[config.mk]
export PLATFORM = sky130hd
export DESIGN_NAME = pipelined_adder
export DESIGN_NICKNAME = d
export VERILOG_FILES = /design/src/rtl/pipelined_adder_pkg.sv /design/src/rtl/adder_slice.sv /design/src/rtl/pipelined_adder.sv
export SDC_FILE = /design/constraint.sdc
export NUM_CORES = 1
export LEC_CHECK = 0
export CAP_MARGIN = 20
export CORE_ASPECT_RATIO = 0.9
export CORE_MARGIN = 1.5
export CORE_UTILIZATION = 26
export CTS_CLUSTER_DIAMETER = 80
export DETAILED_ROUTE_END_ITERATION = 10
export DONT_BUFFER_PORTS = 1
export HOLD_SLACK_MARGIN = 0.02
export SLEW_MARGIN = 20
export SYNTH_ARGS = -nofsm -noshare
export SYNTH_HDL_FRONTEND = slang
export SYNTH_SLANG_ARGS = --single-unit
[constraint.sdc]
create_clock -name clk -period 4.58 [get_ports clk]
set_input_delay 0.916 -clock clk [delete_from_list [all_inputs] [get_ports clk]]
set_output_delay 0.916 -clock clk [all_outputs]
set_load 0.01 [all_outputs]
[src/rtl/pipelined_adder_pkg.sv]
// Shared definitions for the pipelined adder family: slice sizing,
// parameter legality check, bus offset helpers and handshake advance.
package pipelined_adder_pkg;

    // Names for the two states of the global pipeline advance enable.
    localparam logic ADV_HOLD  = 1'b0;
    localparam logic ADV_SHIFT = 1'b1;

    // Width of one pipeline slice.
    function automatic int slice_width(input int width, input int stages);
        return width / stages;
    endfunction

    // Legal parameter combination: 1..WIDTH stages dividing WIDTH evenly.
    function automatic bit slices_ok(input int width, input int stages);
        return (stages >= 1) && (stages <= width) && ((width % stages) == 0);
    endfunction

    // Stage k still has (width - k*sw) operand bits to consume. These
    // remaining-operand fields are packed back to back in one bus; this
    // returns the offset of stage k's field (k = stages gives total width).
    function automatic int rem_off(input int k, input int width, input int sw);
        return k * width - (sw * k * (k - 1)) / 2;
    endfunction

    // Stage k produces (k+1)*sw aligned sum bits. Offset of stage k's field
    // in the packed partial-sum bus (k = stages gives total width).
    function automatic int psum_off(input int k, input int sw);
        return (sw * k * (k + 1)) / 2;
    endfunction

    // The whole pipe shifts unless a valid result is blocked downstream.
    function automatic logic advance(input logic out_valid, input logic out_ready);
        return (!out_valid || out_ready) ? ADV_SHIFT : ADV_HOLD;
    endfunction

endpackage

[src/rtl/adder_slice.sv]
// Combinational SW-bit ripple-carry slice built from per-bit full adders.
// With PIPELINED_ADDER_OVERFLOW_EN defined it also exposes the carry into
// its most significant bit, for signed-overflow detection.
module adder_slice
    import pipelined_adder_pkg::*;
#(
    parameter int SW = 8
) (
    input  logic [SW-1:0] a,
    input  logic [SW-1:0] b,
    input  logic          cin,
    output logic [SW-1:0] sum,
    output logic          carry
`ifdef PIPELINED_ADDER_OVERFLOW_EN
    ,
    output logic          cmsb
`endif
);

    logic [SW-1:0] c_bit;

    // Ripple the carry through the slice, recording the carry into each bit.
    always_comb begin : ripple
        logic c;
        c_bit = '0;
        c     = cin;
        for (int i = 0; i < SW; i++) begin
            c_bit[i] = c;
            c        = ((a[i] ^ b[i]) & c) | (a[i] & b[i]);
        end
        carry = c;
    end

    assign sum = a ^ b ^ c_bit;

`ifdef PIPELINED_ADDER_OVERFLOW_EN
    assign cmsb = c_bit[SW-1];
`endif

endmodule

[src/rtl/pipelined_adder.sv]
// Pipelined ripple-carry adder: WIDTH bits split into STAGES slices, one
// slice added per clock with the carry registered between stages. Upper
// operand slices ride forward in skew registers, finished lower sum slices
// ride forward in de-skew registers so the full sum emerges aligned.
// Valid/ready handshake with whole-pipe stall; synchronous active-low reset.
// Optional macro PIPELINED_ADDER_OVERFLOW_EN adds the registered signed
// overflow output.
module pipelined_adder
    import pipelined_adder_pkg::*;
#(
    parameter int WIDTH  = 32,
    parameter int STAGES = 4
) (
    input  logic             clk,
    input  logic             rst_n,
    input  logic             in_valid,
    output logic             in_ready,
    input  logic [WIDTH-1:0] a,
    input  logic [WIDTH-1:0] b,
    input  logic             cin,
    output logic             out_valid,
    input  logic             out_ready,
    output logic [WIDTH-1:0] sum,
    output logic             carry
`ifdef PIPELINED_ADDER_OVERFLOW_EN
    ,
    output logic             overflow
`endif
);

    localparam int SW      = slice_width(WIDTH, STAGES);
    localparam int REM_W   = rem_off(STAGES, WIDTH, SW);
    localparam int PSUM_W  = psum_off(STAGES, SW);
    localparam int LAST_PO = psum_off(STAGES - 1, SW);

    if (!slices_ok(WIDTH, STAGES)) begin : g_param_check
        $error("pipelined_adder: WIDTH must be a multiple of STAGES with 1 <= STAGES <= WIDTH");
    end

    logic              adv;
    logic [REM_W-1:0]  rem_a;
    logic [REM_W-1:0]  rem_b;
    logic [PSUM_W-1:0] psum;
    logic [STAGES-1:0] stg_cin;
    logic [STAGES-1:0] stg_cout;
    logic [STAGES-1:0] stg_valid;
`ifdef PIPELINED_ADDER_OVERFLOW_EN
    logic [STAGES-1:0] stg_cmsb;
    logic              overflow_q;
    logic              overflow_d;
`endif

    logic [WIDTH-1:0]  sum_q;
    logic [WIDTH-1:0]  sum_d;
    logic              carry_q;
    logic              carry_d;
    logic              out_valid_q;
    logic              out_valid_d;

    assign adv      = advance(out_valid_q, out_ready);
    assign in_ready = adv;

    for (genvar k = 0; k < STAGES; k++) begin : g_stage
        localparam int RW = WIDTH - k * SW;
        localparam int RO = rem_off(k, WIDTH, SW);
        localparam int PW = (k + 1) * SW;
        localparam int PO = psum_off(k, SW);

        logic [SW-1:0] sl_sum;

        if (k == 0) begin : g_head
            // Stage 0 adds straight from the input operands.
            assign rem_a[RO +: RW] = a;
            assign rem_b[RO +: RW] = b;
            assign stg_cin[k]      = cin;
            assign stg_valid[k]    = in_valid;
            assign psum[PO +: PW]  = sl_sum;
        end else begin : g_body
            localparam int PRO = rem_off(k - 1, WIDTH, SW);
            localparam int PPO = psum_off(k - 1, SW);

            logic [RW-1:0]   a_q;
            logic [RW-1:0]   b_q;
            logic            c_q;
            logic            v_q;
            logic [k*SW-1:0] psum_q;

            // Capture the not-yet-added operand bits, the carry and the lower sum.
            always_ff @(posedge clk) begin
                if (!rst_n) begin
                    a_q    <= '0;
                    b_q    <= '0;
                    c_q    <= 1'b0;
                    v_q    <= 1'b0;
                    psum_q <= '0;
                end else if (adv) begin
                    a_q    <= rem_a[PRO + SW +: RW];
                    b_q    <= rem_b[PRO + SW +: RW];
                    c_q    <= stg_cout[k-1];
                    v_q    <= stg_valid[k-1];
                    psum_q <= psum[PPO +: k*SW];
                end
            end

            assign rem_a[RO +: RW] = a_q;
            assign rem_b[RO +: RW] = b_q;
            assign stg_cin[k]      = c_q;
            assign stg_valid[k]    = v_q;
            assign psum[PO +: PW]  = {sl_sum, psum_q};
        end

        adder_slice #(
            .SW (SW)
        ) u_slice (
            .a     (rem_a[RO +: SW]),
            .b     (rem_b[RO +: SW]),
            .cin   (stg_cin[k]),
            .sum   (sl_sum),
            .carry (stg_cout[k])
`ifdef PIPELINED_ADDER_OVERFLOW_EN
            ,
            .cmsb  (stg_cmsb[k])
`endif
        );
    end

    assign sum_d       = psum[LAST_PO +: WIDTH];
    assign carry_d     = stg_cout[STAGES-1];
    assign out_valid_d = stg_valid[STAGES-1];
`ifdef PIPELINED_ADDER_OVERFLOW_EN
    assign overflow_d  = stg_cmsb[STAGES-1] ^ stg_cout[STAGES-1];
`endif

    // Output register: the final slice result, held while downstream stalls.
    always_ff @(posedge clk) begin
        if (!rst_n) begin
            sum_q       <= '0;
            carry_q     <= 1'b0;
            out_valid_q <= 1'b0;
`ifdef PIPELINED_ADDER_OVERFLOW_EN
            overflow_q  <= 1'b0;
`endif
        end else if (adv) begin
            sum_q       <= sum_d;
            carry_q     <= carry_d;
            out_valid_q <= out_valid_d;
`ifdef PIPELINED_ADDER_OVERFLOW_EN
            overflow_q  <= overflow_d;
`endif
        end
    end

    assign sum       = sum_q;
    assign carry     = carry_q;
    assign out_valid = out_valid_q;
`ifdef PIPELINED_ADDER_OVERFLOW_EN
    assign overflow  = overflow_q;
`endif

endmodule

==> results of run 1 <==
==> cell usage in the layout, fill, tap and decap left out <==
cell	count
a211oi_2	6
o21a_1	1
mux2i_1	175
bufinv_16	1
nor3b_1	8
nand2_1	255
clkinvlp_4	1
inv_2	1
buf_12	1
buf_4	3
clkinv_2	1
clkbuf_16	17
clkinv_4	3
nor2b_4	1
inv_1	13
dfxtp_1	184
inv_8	3
a211oi_1	2
inv_6	6
fa_1	32
==> state kept, by name, indices dropped and copies added, names as in the netlist <==
register               cells
out_valid                  1
g_stage.g_body.psum_q     48
sum                       32
g_stage.g_body.c_q         3
g_stage.g_body.a_q        48
carry                      1
g_stage.g_body.v_q         3
g_stage.g_body.b_q        48
==> area by class of cell <==
class / instances / area [sq um]
inverter: 14 / 52.6
tap: 360 / 450
clock buffer: 17 / 425
clock inverter: 15 / 155
fill: 2932 / 19900
timing repair buffer: 4 / 42.5
multi-input combinational: 480 / 3520
sequential: 184 / 3680
==> report_power, final <==
part / total, mW / switching [mW] / internal (mW)
sequential: 1.73 / 0.0420 / 1.69
clock: 1.47 / 0.701 / 0.774
combinational: 0.169 / 0.0881 / 0.0810
==> worst reg2reg max path: cells and delay by family (launching register included) <==
kind,cells,cell delay (ns)
compound gates,1,0.17
fa+ha+maj,8,3.33
flops,1,0.35
buf+inv,1,0.08
==> routing by layer <==
metal	vias up	wire, um	GRT usage
met2	62	6470	0.158
li1	2319	-	-
met3	13	592	0.0311
met1	2132	6990	0.132
met5	-	0	0
met4	0	190	0.0391
==> how the worst max path moves through the flow <==
| stage | from | cells after the start | end | slack (ns) |
|---|---|---|---|---|
| 2_1_floorplan | a[0] | 10 | g_stage[1].g_body.psum_q[7] | 0.27 |
| 3_3_place_gp | a[0] | 10 | g_stage[1].g_body.psum_q[7] | 0.18 |
| 3_5_place_dp | a[0] | 10 | g_stage[1].g_body.psum_q[7] | 0.11 |
| 4_1_cts | g_stage[1].g_body.c_q | 10 | g_stage[2].g_body.psum_q[15] | 0.56 |
| 5_1_grt | a[0] | 10 | g_stage[1].g_body.psum_q[7] | 0.41 |
| 6_report | a[0] | 10 | g_stage[1].g_body.psum_q[7] | 0.53 |
==> cell families after synthesis <==
logic type	count (synthesis)	share of synthesized area
AND/OR/NAND/NOR	264	0.136
flip-flops	184	0.488
multiplexers	175	0.232
buffers and inverters	64	0.0471
adder cells (fa/ha/maj)	32	0.0848
AO/OA/AOI/OAI	9	0.0129
==> through the flow <==
step	setup WS [ns]	util	instances	total power, mW	cell area, sq um
floorplan	0.271	-	728	1.93	7550
global placement	0.179	0.275	1042	1.93	7750
detailed placement	0.110	0.275	1042	1.94	7750
CTS	0.564	0.295	1074	3.45	8330
global route	0.410	0.295	1074	3.55	8330
finish	0.532	0.295	1074	3.37	8330
==> run metrics, run 1 <==
crit-path max FO 1; Yosys top cell area share 0.488; Post-CTS Setup Bufs 0; WHS Endpoint g_stage[3].g_body.b_q[4]; worst path arrival time 4.41 ns; total I/O pin count 104; 1st-iter DRT viols 122; Hold Path Class flop to flop; sequential share of the synthesized area 0.488; ranking of synthesized cells by area dfxtp_1 49%, mux2i_1 23%, nand2_1 13%, fa_1 8.5%, buf_6 1.2%; fmax 247 MHz; hpwl dp 8930 um; CTS tree yes; Worst path slowest cell fa_1; nets@finish 802; Clock Path Buffers 2; RSZ-0062 raised after global routing false; CP Buf/Inv Count 1; CP top delay family adder cells; area delta synth->final 10.3%; vias in the first global route 4543; hold depth 2; initial antenna violation count 0; # clock sinks 184; worst-case headroom to the max-slew limit 0.375; CTS Root Cell clkbuf_16; delay of the slowest critical-path stage 0.42 ns; CTS H-tree depth 4; Reg2Reg Setup Slack 0.58 ns; top_reg_cell synth dfxtp_1; final period utilization 0.884; register clock-pin slew on the reported worst setup and hold paths 0.08 ns; Synth warnings 0; Pre-antenna DRT Iters 4; Remaining Overflow, GRT 0; Max Cap Viol 0; cell mode on critical path fa_1; post-cts resize count 0; Synth Instances 728; CP Launch Type input port; fraction of layout cells with a size suffix above 1 0.0616; vias 4526; Req. time, crit path 4.94 ns; Peak VDD IR 0.000234 V; setup TNS 0 ns; outcome complete, no violations; Clock Latency Late Sink 0.43 ns; die height 165 um; DR vias/cell 4.21; biggest area consumer among synthesized cells dfxtp_1; Core ar. 0.0282 sq mm; EDFF count, synth 0; Avg Cell Area, Syn 10.4 sq um; r2r startpoint g_stage[1].g_body.c_q; synthesized area 0.00755 sq mm; first-pass GRT wire length 23700 um; Cell Pwr Density 405 mW/mm^2; GPL Wtd Cong 0.678; critical path class input port to flop; Layout Skew 0.0105 ns; # DRC 0; Initial Util 0.268; gr usage total 0.102; reg2reg path depth 10; Synth Register Bits 184; Post-synth top cells 255 x nand2_1, 184 x dfxtp_1, 175 x mux2i_1, 32 x fa_1, 22 x clkbuf_1; ANT nets after route 0; wire per inst 13.3 um; largest net degree at the start of global routing 258; count leader, synth nand2_1; final WL 14200 um; die width 183 um; final hold slack 0.460 ns; Final Setup Violations 0; Tmin final 4.05 ns; Net Count, Synth 829; share of flip-flops with an asynchronous set or reset 0; total CTS buffers 17; P_leak 3.04 nW; reg2reg end g_stage[2].g_body.psum_q[15]; Die ar. 0.0301 sq mm; Crit. End Element flop; Rows 58; Hold Fails Final Rpt 0; worst-margin pin slew 0.938 ns; max-slew violations 0; Hold Buf Count CTS 0; diodes inserted 0; post-synth cell types 17; Port Buf Inserts 0; HP Start g_stage[2].g_body.b_q[12]; crit-path cells fa_1 -> fa_1 -> fa_1 -> fa_1 -> fa_1 -> fa_1 -> fa_1 -> inv_1 -> fa_1 -> a211oi_2
No activity file was read; power rests on OpenSTA's default activity.
==> run 2, diff against run 1 <==
Clock period 4.58 ns to 4.08 ns, I/O delays scaled along.
==> run 2 against run 1 <==
  * Critical path type is now flop to flop
  * Die area unchanged
  * Total power up 12%
  * Highest routed layer unchanged
  * Sequential power up 12%
  * Largest cell class unchanged
==> run metrics, run 2 (synthesized netlist as in run 1, its figures left out) <==
outcome complete, no violations; Pre-antenna DRT Iters 4; total I/O pin count 104; # clock sinks 184; Peak VDD IR 0.000282 V; filler instances 2955; critical path class flop to flop; Core ar. 0.0282 sq mm; first-pass GRT wire length 23700 um; nets@finish 802; hpwl dp 9140 um; Reg2Reg Setup Slack 0.15 ns; worst-margin pin slew 0.920 ns; register clock-pin slew on the reported worst setup and hold paths 0.08 ns; Remaining Overflow, GRT 0; DR vias/cell 4.23; Initial Util 0.268; WL met3 610 um; crit-path cells fa_1 -> fa_1 -> fa_2 -> fa_1 -> fa_1 -> fa_1 -> fa_1 -> inv_1 -> fa_1 -> a211oi_2; worst path arrival time 4.28 ns; GPL Wtd Cong 0.710; Met1 Wirelength 7220 um; gr usage total 0.103; Max Cap Viol 0; Rows 58; Design Area, Final 0.00835 sq mm; crit-path max FO 2; Clock Latency Late Sink 0.44 ns; vias in the first global route 4417; worst-case headroom to the max-slew limit 0.386; Hold Path Class flop to flop; diodes inserted 0; Crit. End Element flop; final hold slack 0.460 ns; initial antenna violation count 0; reg2reg path depth 10; Top Metal Used met4; Post-CTS Setup Bufs 0; fmax 255 MHz; Clock Path Buffers 2; Final Setup Violations 0; fraction of layout cells with a size suffix above 1 0.0686; RSZ-0062 raised after global routing false; Largest regs g_stage.g_body.a_q (48), g_stage.g_body.b_q (48), g_stage.g_body.psum_q (48); metal2 WL 6690 um; 1st-iter DRT viols 146; area taken by flip-flops and latches 0.00368 sq mm; # DRC 0; CTS Root Cell clkbuf_16; Worst Setup SP g_stage[1].g_body.c_q; ANT nets after route 0; die height 165 um; Hold Buf Count CTS 0; total CTS buffers 17; CTS tree yes; delay of the slowest critical-path stage 0.46 ns; most frequent cells in the layout 255 x nand2_1, 184 x dfxtp_1, 175 x mux2i_1, 27 x fa_1, 17 x clkbuf_16; reg2reg end g_stage[2].g_body.psum_q[15]; vias 4540; Die ar. 0.0301 sq mm; area delta synth->final 10.5%; wire per inst 13.7 um; footprint of the multi-input gates 0.00353 sq mm; post-cts resize count 0; Hold Fails Final Rpt 0; Port Buf Inserts 0; most common cell after layout, fill and taps aside nand2_1; Tmin final 3.93 ns; final core occ 0.296; Req. time, crit path 4.44 ns; CP Launch Type flop; largest net degree at the start of global routing 258; setup TNS 0 ns; die width 183 um; P_leak 3.02 nW; Layout Skew 0.0103 ns; r2r startpoint g_stage[1].g_body.c_q; max-slew violations 0; final WL 14800 um; Worst path slowest cell fa_1; Cell Pwr Density 455 mW/mm^2; CTS H-tree depth 4; cell mode on critical path fa_1; Critical Path End g_stage[2].g_body.psum_q[15]; placed inst area 0.00776 sq mm; final period utilization 0.962
==> run 2: changes by cell type in the layout (fill, tap and decap cells not counted) <==
cell        delta
fa_1           -5
fa_2           +5
inv_6          -4
clkinvlp_4     +3
clkinv_4       +2
clkbuf_8       +1
clkinv_2       -1
inv_8          -1
==> run 2: area by class of cell <==
| class | instances | area share |
|---|---|---|
| clock inverters | 14 | 0.0172 |
| multi-input cells | 480 | 0.423 |
| well taps | 360 | 0.0540 |
| flip-flops and latches | 184 | 0.441 |
| clock buffers | 18 | 0.0526 |
| inverters | 14 | 0.00630 |
| repair buffers | 4 | 0.00510 |
==> run 2: metal layers <==
| metal | global-route usage | vias up |
|---|---|---|
| li1 | - | 2322 |
| met1 | 0.133 | 2140 |
| met2 | 0.158 | 63 |
| met3 | 0.0340 | 15 |
| met4 | 0.0421 | 0 |
| met5 | 0 | - |
==> run 2: how the worst min path moves through the flow <==
stage                                           start                          end  slack [ns]  cells after the start
final                     g_stage[3].g_body.psum_q[4]                       sum[4]        0.46                      2
after global routing                            a[20]    g_stage[1].g_body.a_q[12]        0.48                      2
after CTS                 g_stage[3].g_body.psum_q[3]                       sum[3]        0.46                      2
after detailed placement        g_stage[3].g_body.v_q                    out_valid        0.45                      1
after global placement       g_stage[1].g_body.b_q[7]     g_stage[1].g_body.b_q[7]        0.45                      2
after floorplan           g_stage[1].g_body.psum_q[7]  g_stage[2].g_body.psum_q[7]        0.44                      2
==> run 2: critical path: cells and delay by family (launching register included) <==
family                   cells  cell delay (ns)
AO/OA/AOI/OAI                1             0.17
adder cells (fa/ha/maj)      8             3.27
buffers and inverters        1             0.07
flip-flops                   1             0.34
==> run 2: power by group <==
part | leakage, nW | total [mW] | internal (mW) | switching, mW
Sequential | 1.51 | 1.94 | 1.90 | 0.0476
Combinational | 1.24 | 0.193 | 0.0927 | 0.100
Clock | 0.273 | 1.66 | 0.874 | 0.784
==> run 2: stage by stage <==
stage	power (mW)	setup slack, ns	instances
after CTS	3.88	0.0630	1074
after global routing	3.98	0.0486	1074
after global placement	2.17	-0.0377	1042
after floorplan	2.16	0.0286	728
final	3.79	0.153	1074
after detailed placement	2.19	-0.0800	1042
